<file path="config.mk">
export PLATFORM = sky130hd
export DESIGN_NAME = rx_bit_decoder
export DESIGN_NICKNAME = d
export VERILOG_FILES = /design/src/rtl/usb_rx_pkg.sv /design/src/rtl/rx_unstuffer.sv /design/src/rtl/rx_bit_decoder.sv
export SDC_FILE = /design/constraint.sdc
export NUM_CORES = 1
export LEC_CHECK = 0
export CORE_MARGIN = 2
export CORE_UTILIZATION = 30
export CTS_CLUSTER_DIAMETER = 40
export CTS_CLUSTER_SIZE = 14
export DETAILED_ROUTE_END_ITERATION = 7
export GPL_ROUTABILITY_DRIVEN = 0
export PLACE_DENSITY = 0.53
export SLEW_MARGIN = 10
export SYNTH_ARGS = -nofsm -noshare
export SYNTH_HDL_FRONTEND = slang
export SYNTH_SLANG_ARGS = --single-unit
</file>
<file path="constraint.sdc">
create_clock -name clk -period 3.2 [get_ports clk]
set_input_delay 0.32 -clock clk [delete_from_list [all_inputs] [get_ports clk]]
set_output_delay 0.32 -clock clk [all_outputs]
set_load 0.02 [all_outputs]
</file>
<file path="src/rtl/usb_rx_pkg.sv">
// Shared types and defaults for the USB RX bit decoder: FSM states,
// line-code classification and the bit-stuffing limit.
package usb_rx_pkg;

  typedef enum logic [1:0] {
    IDLE = 2'd0,
    RCV  = 2'd1,
    EOP1 = 2'd2,
    EOP2 = 2'd3
  } rx_dec_state_t;

  typedef enum logic [1:0] {
    LC_J   = 2'd0,
    LC_K   = 2'd1,
    LC_SE0 = 2'd2
  } line_code_t;

  localparam int STUFF_LIMIT_DEF = 6;

  // Equal D+/D- levels (including the illegal SE1) are treated as SE0.
  function automatic line_code_t classify(input logic dp, input logic dm, input logic idle_dp);
    line_code_t lc;
    if (dp == dm) begin
      lc = LC_SE0;
    end else if (dp == idle_dp) begin
      lc = LC_J;
    end else begin
      lc = LC_K;
    end
    return lc;
  endfunction

endpackage

</file>
<file path="src/rtl/rx_unstuffer.sv">
// NRZI decoder and consecutive-ones counter; flags stuff-bit positions
// and stuff violations for the byte assembler in rx_bit_decoder.
module rx_unstuffer
  import usb_rx_pkg::*;
#(
  parameter int STUFF_LIMIT = STUFF_LIMIT_DEF,
  parameter bit IDLE_DP     = 1'b1
) (
  input  logic clk,
  input  logic rst,
  input  logic d_plus,
  input  logic decode,
  input  logic clear,
  output logic dbit,
  output logic dbit_valid,
  output logic stuff_viol
);

  localparam int OW = $clog2(STUFF_LIMIT + 1);
  localparam logic [OW-1:0] LIMIT = OW'(STUFF_LIMIT);

  logic          prev_bit_q, prev_bit_d;
  logic [OW-1:0] ones_q, ones_d;
  logic          is_stuff;

  // Outputs are kept apart from the next-state logic so that the top's
  // clear (which depends on stuff_viol) forms no combinational loop.
  assign dbit       = (d_plus == prev_bit_q);
  assign is_stuff   = (ones_q == LIMIT);
  assign dbit_valid = decode && !is_stuff;
  assign stuff_viol = decode && is_stuff && dbit;

  always_comb begin
    prev_bit_d = prev_bit_q;
    ones_d     = ones_q;
    if (clear) begin
      prev_bit_d = IDLE_DP;
      ones_d     = '0;
    end else if (decode) begin
      prev_bit_d = d_plus;
      if (is_stuff) begin
        ones_d = '0;
      end else if (dbit) begin
        ones_d = ones_q + OW'(1);
      end else begin
        ones_d = '0;
      end
    end else begin
      prev_bit_d = prev_bit_q;
    end
  end

  always_ff @(posedge clk) begin
    if (rst) begin
      prev_bit_q <= IDLE_DP;
      ones_q     <= '0;
    end else begin
      prev_bit_q <= prev_bit_d;
      ones_q     <= ones_d;
    end
  end

endmodule

</file>
<file path="src/rtl/rx_bit_decoder.sv">
// USB RX bit decoder: line sampling, unstuffing, LSB-first byte assembly and
// EOP detection. Define RX_STUFF_ERR_EN to abort packets on stuff violations.
module rx_bit_decoder
  import usb_rx_pkg::*;
#(
  parameter int STUFF_LIMIT = STUFF_LIMIT_DEF,
  parameter bit IDLE_DP     = 1'b1
) (
  input  logic       clk,
  input  logic       rst,
  input  logic       d_plus,
  input  logic       d_minus,
  input  logic       en_sample,
  output logic       rx_active,
  output logic [7:0] rx_byte,
  output logic       byte_ready,
  output logic       eop,
  output logic       rx_err,
  output logic       stuff_err
);

  rx_dec_state_t state_q, state_d;
  logic [7:0]    shift_q, shift_d;
  logic [2:0]    bit_cnt_q, bit_cnt_d;
  logic [7:0]    rx_byte_q, rx_byte_d;
  logic          rx_active_q, rx_active_d;
  logic          byte_ready_q, byte_ready_d;
  logic          eop_q, eop_d;
  logic          rx_err_q, rx_err_d;
  logic          stuff_err_q, stuff_err_d;

  line_code_t lc;
  logic       decode, clear;
  logic       dbit, dbit_valid, stuff_viol;

  assign lc     = classify(d_plus, d_minus, IDLE_DP);
  assign decode = en_sample && (((state_q == IDLE) && (lc == LC_K)) ||
                                ((state_q == RCV) && (lc != LC_SE0)));

  rx_unstuffer #(
    .STUFF_LIMIT(STUFF_LIMIT),
    .IDLE_DP    (IDLE_DP)
  ) u_unstuffer (
    .clk       (clk),
    .rst       (rst),
    .d_plus    (d_plus),
    .decode    (decode),
    .clear     (clear),
    .dbit      (dbit),
    .dbit_valid(dbit_valid),
    .stuff_viol(stuff_viol)
  );

`ifndef RX_STUFF_ERR_EN
  logic stuff_viol_unused;
  assign stuff_viol_unused = stuff_viol;
`endif

  always_comb begin
    state_d      = state_q;
    shift_d      = shift_q;
    bit_cnt_d    = bit_cnt_q;
    rx_byte_d    = rx_byte_q;
    byte_ready_d = 1'b0;
    eop_d        = 1'b0;
    rx_err_d     = 1'b0;
    stuff_err_d  = 1'b0;
    clear        = 1'b0;
    if (en_sample) begin
      case (state_q)
        IDLE: begin
          if (lc == LC_K) state_d = RCV;
          else            state_d = IDLE;
        end
        RCV: begin
          if (lc == LC_SE0) state_d = EOP1;
          else              state_d = RCV;
        end
        EOP1: begin
          if (lc == LC_SE0) begin
            state_d = EOP2;
          end else begin
            rx_err_d = 1'b1;
            clear    = 1'b1;
            state_d  = IDLE;
          end
        end
        EOP2: begin
          case (lc)
            LC_J: begin
              // A partial byte at EOP is discarded and reported alongside eop.
              eop_d    = 1'b1;
              rx_err_d = (bit_cnt_q != 3'd0);
              clear    = 1'b1;
              state_d  = IDLE;
            end
            LC_K: begin
              rx_err_d = 1'b1;
              clear    = 1'b1;
              state_d  = IDLE;
            end
            default: state_d = EOP2;
          endcase
        end
        default: begin
          clear   = 1'b1;
          state_d = IDLE;
        end
      endcase

      if (dbit_valid) begin
        shift_d   = {dbit, shift_q[7:1]};
        bit_cnt_d = bit_cnt_q + 3'd1;
        if (bit_cnt_q == 3'd7) begin
          rx_byte_d    = {dbit, shift_q[7:1]};
          byte_ready_d = 1'b1;
        end else begin
          byte_ready_d = 1'b0;
        end
      end else begin
        shift_d = shift_q;
      end

`ifdef RX_STUFF_ERR_EN
      if (stuff_viol) begin
        stuff_err_d = 1'b1;
        rx_err_d    = 1'b1;
        clear       = 1'b1;
        state_d     = IDLE;
      end else begin
        stuff_err_d = 1'b0;
      end
`endif

      if (clear) bit_cnt_d = 3'd0;
      else       bit_cnt_d = bit_cnt_d;
    end else begin
      state_d = state_q;
    end
    rx_active_d = (state_d != IDLE);
  end

  always_ff @(posedge clk) begin
    if (rst) begin
      state_q      <= IDLE;
      shift_q      <= 8'h00;
      bit_cnt_q    <= 3'd0;
      rx_byte_q    <= 8'h00;
      rx_active_q  <= 1'b0;
      byte_ready_q <= 1'b0;
      eop_q        <= 1'b0;
      rx_err_q     <= 1'b0;
      stuff_err_q  <= 1'b0;
    end else begin
      state_q      <= state_d;
      shift_q      <= shift_d;
      bit_cnt_q    <= bit_cnt_d;
      rx_byte_q    <= rx_byte_d;
      rx_active_q  <= rx_active_d;
      byte_ready_q <= byte_ready_d;
      eop_q        <= eop_d;
      rx_err_q     <= rx_err_d;
      stuff_err_q  <= stuff_err_d;
    end
  end

  assign rx_active  = rx_active_q;
  assign rx_byte    = rx_byte_q;
  assign byte_ready = byte_ready_q;
  assign eop        = eop_q;
  assign rx_err     = rx_err_q;
  assign stuff_err  = stuff_err_q;

endmodule

</file>
-- Word level (Yosys, flattened, before mapping)
Cells that the tools add are included.
- $add $sub $neg: 2
- multipliers: 0
- divide/modulo/power cells: 0
- order comparisons: 0
- eq/ne operators: 10
- shifts and indexed selects: 0
- multiplexer cells: 21
- bitwise logic cells: 3
- reductions and logical operators: 19
- operators by type and width (cell ; number):
    two-way mux 3 bit ; 4
    two-way mux 2 bit ; 5
    two-way mux 1 bit ; 8
    one-hot mux 2 bit (4 select lines) ; 1
    adder 3 x 1 -> 3 bit (second input constant) ; 2
    == test 2 bit (second input constant) ; 3
    == test 3 bit (second input constant) ; 2
    one-hot mux 1 bit (2 select lines) ; 3
    OR reduction 2 bit ; 3
    OR reduction 3 bit ; 2
    == test 2 x 1 -> 1 bit (second input constant) ; 2
    logical AND 1 bit ; 4
    zero test 2 bit ; 2
    AND reduction 2 bit ; 2
    nonzero test 2 bit ; 2
    NOT 1 bit ; 3
    AND reduction 3 bit ; 1
    nonzero test 3 bit ; 1
    == test 1 bit ; 2
    inequality test 2 bit (second input constant) ; 1
    zero test 1 bit ; 1
    logical OR 1 bit ; 1
- register bits: 29
- latch bits: 0
- bits in writable memories: 0
- bits in read-only memories: 0
- input port bits: 5
- output and inout bits: 13
- word-level logic and storage cells: 65
- memories: 0

-- Longest topological paths before layout
Gate-level depths: netlist of the first run.
- depth after elaboration: 9
- mapped depth: 7
- depth with buffers taken out: 6

-- By module
A second synthesis of the first run with hierarchy kept.
- cells, all modules: 143
- area, all modules: 1201.2 um^2
- by module, submodules not included (module ; times used ; cells each ; area an instance (um^2) ; sequential area each (um^2)):
    rx_bit_decoder ; 1 ; 120 ; 978.4 ; 480.5
    rx_unstuffer ; 1 ; 23 ; 222.7 ; 80.1

-- Least setup slack after synthesis of the first run
No wires, ideal clock.
- path kind: in2reg
- start point: in d_plus
- end point: reg rx_byte_q[0], in the netlist rx_byte[0]
- library setup time: 128 ps
- arrival: 1489 ps
- required time: 3072 ps
- slack: 1584 ps
- stages: 7
- path buffers: 1
- cell sequence: inv_1 -> ha_1 -> and2b_4 -> o2111ai_1 -> buf_4 -> mux2i_1 -> nor2_1
- longest elaborated chain between the ends: 8
- elaborated cells on any way between the ends: 11
- classes of those cells: eq/ne: 3; mux: 2; reduce/logical: 6
- ends and longest elaborated chain (element ; RTL line ; source):
    start: declaration ; rx_bit_decoder.sv:11 ; input logic d_plus,
    two-way mux 1 bit / == test 1 bit (equally long branches) ; usb_rx_pkg.sv:25, usb_rx_pkg.sv:23 ;
    two-way mux 2 bit (*) ; usb_rx_pkg.sv:23 ; if (dp == dm) begin
    == test 2 x 1 -> 1 bit / inequality test 2 bit (equally long branches) ; rx_bit_decoder.sv:37, rx_bit_decoder.sv:38 ;
    logical AND 1 bit, on equally long branches ; rx_bit_decoder.sv:37, rx_bit_decoder.sv:38 ;
    logical OR 1 bit (*) ; rx_bit_decoder.sv:37 ; assign decode = en_sample && (((state_q == IDLE) && (lc == LC_K)) ||
    logical AND 1 bit (*) ; rx_bit_decoder.sv:37 ;
    logical AND 1 bit (*) ; rx_unstuffer.sv:30 ; assign dbit_valid = decode && !is_stuff;
    AND reduction 3 bit (no source line) (*) ; -- ;
    end signal: assignment ; rx_bit_decoder.sv:158 ; rx_byte_q <= rx_byte_d;
    end: declaration ; rx_bit_decoder.sv:25 ; logic [7:0] rx_byte_q, rx_byte_d;
Every way passes the cells marked *; elsewhere a longest branch is shown, timed or not.
A chain may end at the register's enable or synchronous reset.

-- Final worst setup path of the first run
- start point: in d_plus
- end point: reg u_unstuffer.ones_q[0]
- longest elaborated chain between the ends: 9
- elaborated cells on any way between the ends: 21
- classes of those cells: eq/ne: 5; mux: 9; reduce/logical: 7
- ends and longest elaborated chain (element ; RTL line ; source):
    two-way mux 1 bit / == test 1 bit (equally long branches) ; usb_rx_pkg.sv:25, usb_rx_pkg.sv:23 ;
    two-way mux 2 bit ; usb_rx_pkg.sv:23 ;
    == test 2 x 1 -> 1 bit / zero test 2 bit (equally long branches) ; rx_bit_decoder.sv:37, rx_bit_decoder.sv:89 ;
    OR reduction 2 bit (no source line) ; -- ;
    two-way mux 1 bit ; rx_bit_decoder.sv:89 ; case (lc)
    one-hot mux 1 bit (2 select lines) ; rx_bit_decoder.sv:70 ; case (state_q)
    two-way mux 1 bit (2 in series) ; rx_bit_decoder.sv:69 ; if (en_sample) begin
    OR reduction 2 bit (no source line) ; -- ;
    end signal: assignment ; rx_unstuffer.sv:59 ; ones_q <= ones_d;
    end: declaration ; rx_unstuffer.sv:23 ; logic [OW-1:0] ones_q, ones_d;
Several ways; a longest one is shown, not always the timed one. The select of a mux whose other input is x is not followed.

==> impl_metrics.yaml, run 1 <==
synth:
  synth_compound_area_share_pct: 10.9
  yosys_warnings: 0
  synth_area_sq_mm: 0.00123
  syn_area_per_cell_sq_um: 9.53
  seq_area_frac_synth_pct: 45.6
  postSynthCellCount: 129
  synth_top_family_by_area: "simple AND/OR/NAND/NOR gates"
  synth_fa_ha_area_share_pct: 8.14
  yosys.area_share.simple_pct: 16.3
  synth-xor-area-share_pct: 1.42
  synthMuxAreaShare_pct: 12.2
  synth_seq_cells: 28
  synth_cell_type_count: 29
  syn_nets: 142
grt:
  track_usage_pct: 11.5
  antenna_found_initial: 0
  overflow: 0
  grt_pass1_vias: 929
  grt_max_degree: 19
  grt_pass1_wl_microns: 4040
routing:
  first_pass_iters: 3
  first_iter_violations: 42
  postRouteAntennaNets: 0
  via_per_inst: 4.62
  dr_total_vias: 901
  drt-total-wl_microns: 2240
  wire_per_inst_microns: 11.5
  drc_errors: 0
run:
  cap_violations: 0
setup_path:
  crit_required_ns: 3.41
  r2r-end: "u_unstuffer.ones_q[0]"
  cp_slowest_cell: "clkdlybuf4s50_1"
  reg2regPathDepth: 6
  critical_path.max_stage_delay_ns: 0.56
  critical_path_class: "in2reg"
  r2r-start: "u_unstuffer.ones_q[0]"
  crit_start: "d_plus"
  cp_max_fo: 12
  path_cells: "clkdlybuf4s50_1 -> inv_1 -> ha_1 -> and2b_4 -> o211ai_2 -> or3_1 -> a21oi_1"
  critical_path_arrival_ns: 2.49
  r2r_slack_ns: 1.43
  cp-endpoint: "u_unstuffer.ones_q[0]"
  crit_path_start_kind: "input pin"
  crit_path_end_kind: "flip-flop"
clock_network:
  post-cts-setup-buffers: 0
  cts_buffer_depth: 2
  cts_root_buf: "clkbuf_8"
  holdBufCountCts: 0
  clock_sinks: 28
  post_cts_resized: 0
  clk_pin_slew_worst_paths_ns: 0.10
  cts_tree: "done"
  cts_buffers: 3
  clock_latency_ns: 0.27
  htree_levels: 1
finish:
  area_growth_pct: 22.4
  fill_cells: 415
  drive_gt1_share_pct: 8.97
  multi_input_area_sq_um: 606
  n_antenna_cell: 0
  nNetsFinal: 159
  post-route-cell-area_sq_mm: 0.00151
  regArea_sq_um: 561
  stdcell_count: 195
power:
  total_leakage_power_nw: 0.663
  p_total_mw: 0.698
  ir_drop_v: 0.000243
  powerDensity_mw_per_mm2: 464
status:
  status: "complete, no violations"
timing:
  finalSetupViolations: 0
  final.setup_skew_ns: 0.00294
  slew_violations: 0
  fmax_ghz: 0.439
  fin_crit_sh_pct: 71.2
  worst_pin_slew_ns: 0.630
  setup_tns_ns: 0
  rsz0062_at_grt: "no"
  max_slew_margin_pct: 57.8
  min_period_ns: 2.28
  report.final.hold_viol_count: 0
floorplan:
  die_area_sq_mm: 0.00463
  die_y_microns: 68.0
  core_sq_mm: 0.00397
  initial_core_util_pct: 31.0
  num_rows: 23
  io_pins: 18
  die_w_microns: 68.0
placement:
  dp.final_hpwl_microns: 1630
  dpl.cell_count: 191
  io_buffer_count: 16
  dpl_cell_area_sq_mm: 0.00143
min_path:
  hold_path_class: "reg2reg"
  hold_path.startpoint: "u_unstuffer.ones_q[1]"
## cells in the mapped netlist, drive strengths merged
library cell | number | area share (%)
a211o | 1 | 0.71
dfxtp | 28 | 46
a311oi | 1 | 0.71
a21oi | 8 | 3.3
or3 | 3 | 1.5
o211ai | 1 | 1.0
conb | 1 | 0.30
o21bai | 1 | 0.61
o221a | 1 | 0.92
clkbuf | 3 | 0.92
nand2b | 2 | 1.0
o2111ai | 3 | 2.1
buf | 3 | 1.8
ha | 8 | 8.1
o21ai | 3 | 1.5
xnor2 | 1 | 0.71
mux2i | 15 | 12
xor2 | 1 | 0.71
and2b | 2 | 1.5
nor2b | 2 | 1.2
nor3 | 3 | 1.2
nor2 | 18 | 5.5
nand2 | 7 | 2.1
inv | 8 | 2.4
nand3 | 4 | 1.6
or2 | 1 | 0.51
## flip-flops by register name, summed over array words and instances, names as in the netlist, 2 cells and up
| signal | flops |
|---|---|
| rx_byte | 8 |
| shift_q | 7 |
| bit_cnt_q | 3 |
| u_unstuffer.ones_q | 3 |
| state_q | 2 |
## worst max-delay path: cells and delay by family
kind | cells | cell delay, ns
buffers and inverters | 2 | 0.67
adders and majority gates | 1 | 0.34
and+or+nand+nor | 2 | 0.74
AOI/OAI and AO/OA | 2 | 0.42
## per-layer routing
layer  GRT usage, %  vias to the layer above  wire length [microns]
li1               -                      468                      -
met1           14.1                      416                   1090
met2           20.1                       17                   1050
met5              0                        -                      0
met4           1.50                        0                      0
met3           3.62                        0                    106
## worst min-delay path by stage
| stage | end | slack, ns | cells past startpoint |
|---|---|---|---|
| global placement | u_unstuffer.ones_q[1] | 0.46 | 2 |
| global route | u_unstuffer.ones_q[1] | 0.52 | 2 |
| detailed placement | u_unstuffer.ones_q[1] | 0.48 | 2 |
| finish | u_unstuffer.ones_q[1] | 0.49 | 2 |
| floorplan | u_unstuffer.ones_q[1] | 0.45 | 2 |
| CTS | u_unstuffer.ones_q[1] | 0.49 | 2 |
## area by class of cell
cell class                 count  area share (%)
tap                           50            4.16
sequential                    28            37.2
clock buffer                   3            2.74
timing repair buffer          18            11.6
clock inverter                 1            2.00
inverter                       8            2.00
multi-input combinational     87            40.2
## placed cells by master, fill, tap and decap left out
master / instances
dfxtp_1: 28
nor2_1: 18
clkdlybuf4s50_1: 16
mux2i_1: 15
inv_1: 8
a21oi_1: 8
ha_1: 8
nand2_1: 7
nand3_1: 4
or3_1: 3
nor3_1: 3
o2111ai_1: 3
clkbuf_8: 3
nand2b_1: 2
o21ai_0: 2
buf_4: 2
and2b_4: 1
nor2b_2: 1
and2b_2: 1
o211ai_2: 1
o21ai_2: 1
xnor2_1: 1
or2_2: 1
nor2b_1: 1
o221a_2: 1
o21bai_1: 1
a311oi_1: 1
xor2_1: 1
a211o_1: 1
conb_1: 1
bufinv_16: 1
## power breakdown
part	leakage [nW]	internal, mW	switching [mW]
Combinational	0.401	0.0258	0.0340
Sequential	0.226	0.355	0.00604
Clock	0.0357	0.167	0.110
## kinds of logic (layout without fill, tap and decap cells)
group	Yosys count	after routing
flops	28	28
mux	15	15
xor+xnor	2	2
buf+inv	14	30
compound gates	19	19
other cells	1	1
simple gates	42	42
fa+ha+maj	8	8
## stage by stage
stage / setup WS [ns] / hold slack, ns / util, %
global placement: 0.662 / 0.462 / 36.1
floorplan: 1.58 / 0.452 / -
detailed placement: 0.601 / 0.476 / 36.1
finish: 0.922 / 0.487 / 37.9
CTS: 0.899 / 0.489 / 37.9
global route: 0.752 / 0.520 / 37.9
(Power assumes the default switching activity.)
==> run 2: changes to the inputs <==
--- a/config.mk
+++ b/config.mk
@@ -11,7 +11,7 @@
 export CTS_CLUSTER_SIZE = 14
 export DETAILED_ROUTE_END_ITERATION = 7
 export GPL_ROUTABILITY_DRIVEN = 0
-export PLACE_DENSITY = 0.53
+export PLACE_DENSITY = 0.55
 export SLEW_MARGIN = 10
 export SYNTH_ARGS = -nofsm -noshare
 export SYNTH_HDL_FRONTEND = slang
==> constraint.sdc (replaced) <==
create_clock -name clk -period 2 [get_ports clk]
set_input_delay 0.2 -clock clk [delete_from_list [all_inputs] [get_ports clk]]
set_output_delay 0.2 -clock clk [all_outputs]
set_load 0.02 [all_outputs]
==> run 2 against run 1 <==
Sequential share of layout area is 1.8 points lower. Total power is 62% higher. Non-clock buffer count is 10 higher. Sequential power is 60% higher. Count of clock-buffer cells in the layout stayed put. Final area is 5.0% higher. Flip-flop and latch count stayed put. Critical path type unchanged. Largest power group unchanged.
==> impl_metrics.yaml, run 2 (synthesis gave the netlist of run 1 again) <==
grt:
  antenna_found_initial: 0
  grt_max_degree: 20
  grt_pass1_wl_microns: 4060
  track_usage_pct: 11.7
  overflow: 0
  grt_pass1_vias: 961
placement:
  dp_slack_ns: -0.0505
  dpl_cell_area_sq_mm: 0.00151
  dp.final_hpwl_microns: 1690
  dpl.cell_count: 201
  io_buffer_count: 16
routing:
  dr_total_vias: 919
  drc_errors: 0
  drt-total-wl_microns: 2290
  wire_per_inst_microns: 11.2
  first_pass_iters: 4
  postRouteAntennaNets: 0
  via_per_inst: 4.48
  first_iter_violations: 43
finish:
  utilization_pct: 39.8
  stdcell_count: 205
  nNetsFinal: 169
  final_common_cell: "dfxtp_1"
  n_antenna_cell: 0
  area_growth_pct: 28.5
  largest_reg_flops: 8
  drive_gt1_share_pct: 14.8
  post-route-cell-area_sq_mm: 0.00158
  final_cell_mix: "dfxtp_1, nor2_1, clkdlybuf4s50_1"
setup_path:
  cp_max_fo: 9
  reg2regPathDepth: 6
  crit_path_start_kind: "input pin"
  critical_path_class: "in2reg"
  cp_slowest_cell: "clkdlybuf4s50_1"
  crit_start: "d_plus"
  crit_required_ns: 2.17
  critical_path_arrival_ns: 1.91
  r2r-start: "u_unstuffer.ones_q[0]"
  crit_path_end_kind: "flip-flop"
  path_cells: "clkdlybuf4s50_1 -> inv_1 -> ha_1 -> and2b_4 -> o2111ai_1 -> buf_4 -> mux2i_1 -> nor2_1"
  critical_path.max_stage_delay_ns: 0.48
timing:
  rsz0062_at_grt: "no"
  fin_crit_sh_pct: 87.3
  final.setup_skew_ns: 0.00985
  finalSetupViolations: 0
  fmax_ghz: 0.573
  slew_violations: 0
  min_period_ns: 1.75
  report.final.hold_viol_count: 0
  layout_setup_ws_ns: 0.254
clock_network:
  holdBufCountCts: 0
  cts_root_buf: "clkbuf_8"
  htree_levels: 1
  post_cts_resized: 0
  cts_tree: "done"
  clk_pin_slew_worst_paths_ns: 0.10
  post-cts-setup-buffers: 0
  cts_buffer_depth: 2
  clock_latency_ns: 0.28
  cts_buffers: 3
  clock_sinks: 28
floorplan:
  io_pins: 18
  num_rows: 23
  die_w_microns: 68.0
  die_y_microns: 68.0
  initial_core_util_pct: 31.0
  core_sq_mm: 0.00397
  die_area_sq_mm: 0.00463
power:
  p_total_mw: 1.13
  ir_drop_v: 0.000370
  total_leakage_power_nw: 0.711
  powerDensity_mw_per_mm2: 716
min_path:
  hold_path_class: "reg2reg"
  hold_path.startpoint: "u_unstuffer.ones_q[1]"
  hold_depth: 2
status:
  status: "complete, no violations"
run:
  cap_violations: 0
run 2: cell count changes in the layout (fill, tap and decap cells not counted), sizes merged:
cell,delta
buf,+10
run 2: power breakdown:
part / switching, mW / internal (mW) / total [mW] / leakage (nW)
registers: 0.00944 / 0.568 / 0.577 / 0.226
clock network: 0.174 / 0.268 / 0.441 / 0.0357
logic: 0.0581 / 0.0553 / 0.113 / 0.449
total: 0.241 / 0.891 / 1.13 / 0.711
run 2: final timing paths:
kind              slack (ns)               endpoint
setup / recovery        0.25             rx_byte[7]
hold / removal          0.49  u_unstuffer.ones_q[1]
setup reg to reg        0.48  u_unstuffer.ones_q[0]
hold reg to reg         0.49  u_unstuffer.ones_q[1]
run 2: cell type report:
class,count,area (sq um)
Clock inverter,1,30.0
Clock buffer,3,41.3
Fill cell,403,2390
Multi-Input combinational cell,87,606
Tap cell,50,62.6
Inverter,8,30.0
Timing Repair Buffer,28,250
Sequential cell,28,561
run 2: worst max-delay path, delay by kind of cell:
family / cells / cell delay (ns)
AOI/OAI and AO/OA: 1 / 0.19
adders and majority gates: 1 / 0.28
buffers and inverters: 3 / 0.77
muxes: 1 / 0.20
and+or+nand+nor: 2 / 0.26
run 2: per-stage QoR:
stage	TNS [ns]	hold WS, ns
after floorplan	0	0.345
after global placement	-0.152	0.464
after detailed placement	-0.451	0.477
after CTS	0	0.492
after global routing	0	0.512
final	0	0.488
run 2: per-layer routing:
metal	global-route usage [%]	up-vias	share of wire [%]	wire, microns
met5	0	-	0	0
met4	3.75	0	1.0	23
met2	20.6	15	47	1080
li1	-	487	-	-
met3	4.28	2	4.9	111
met1	13.1	415	47	1070
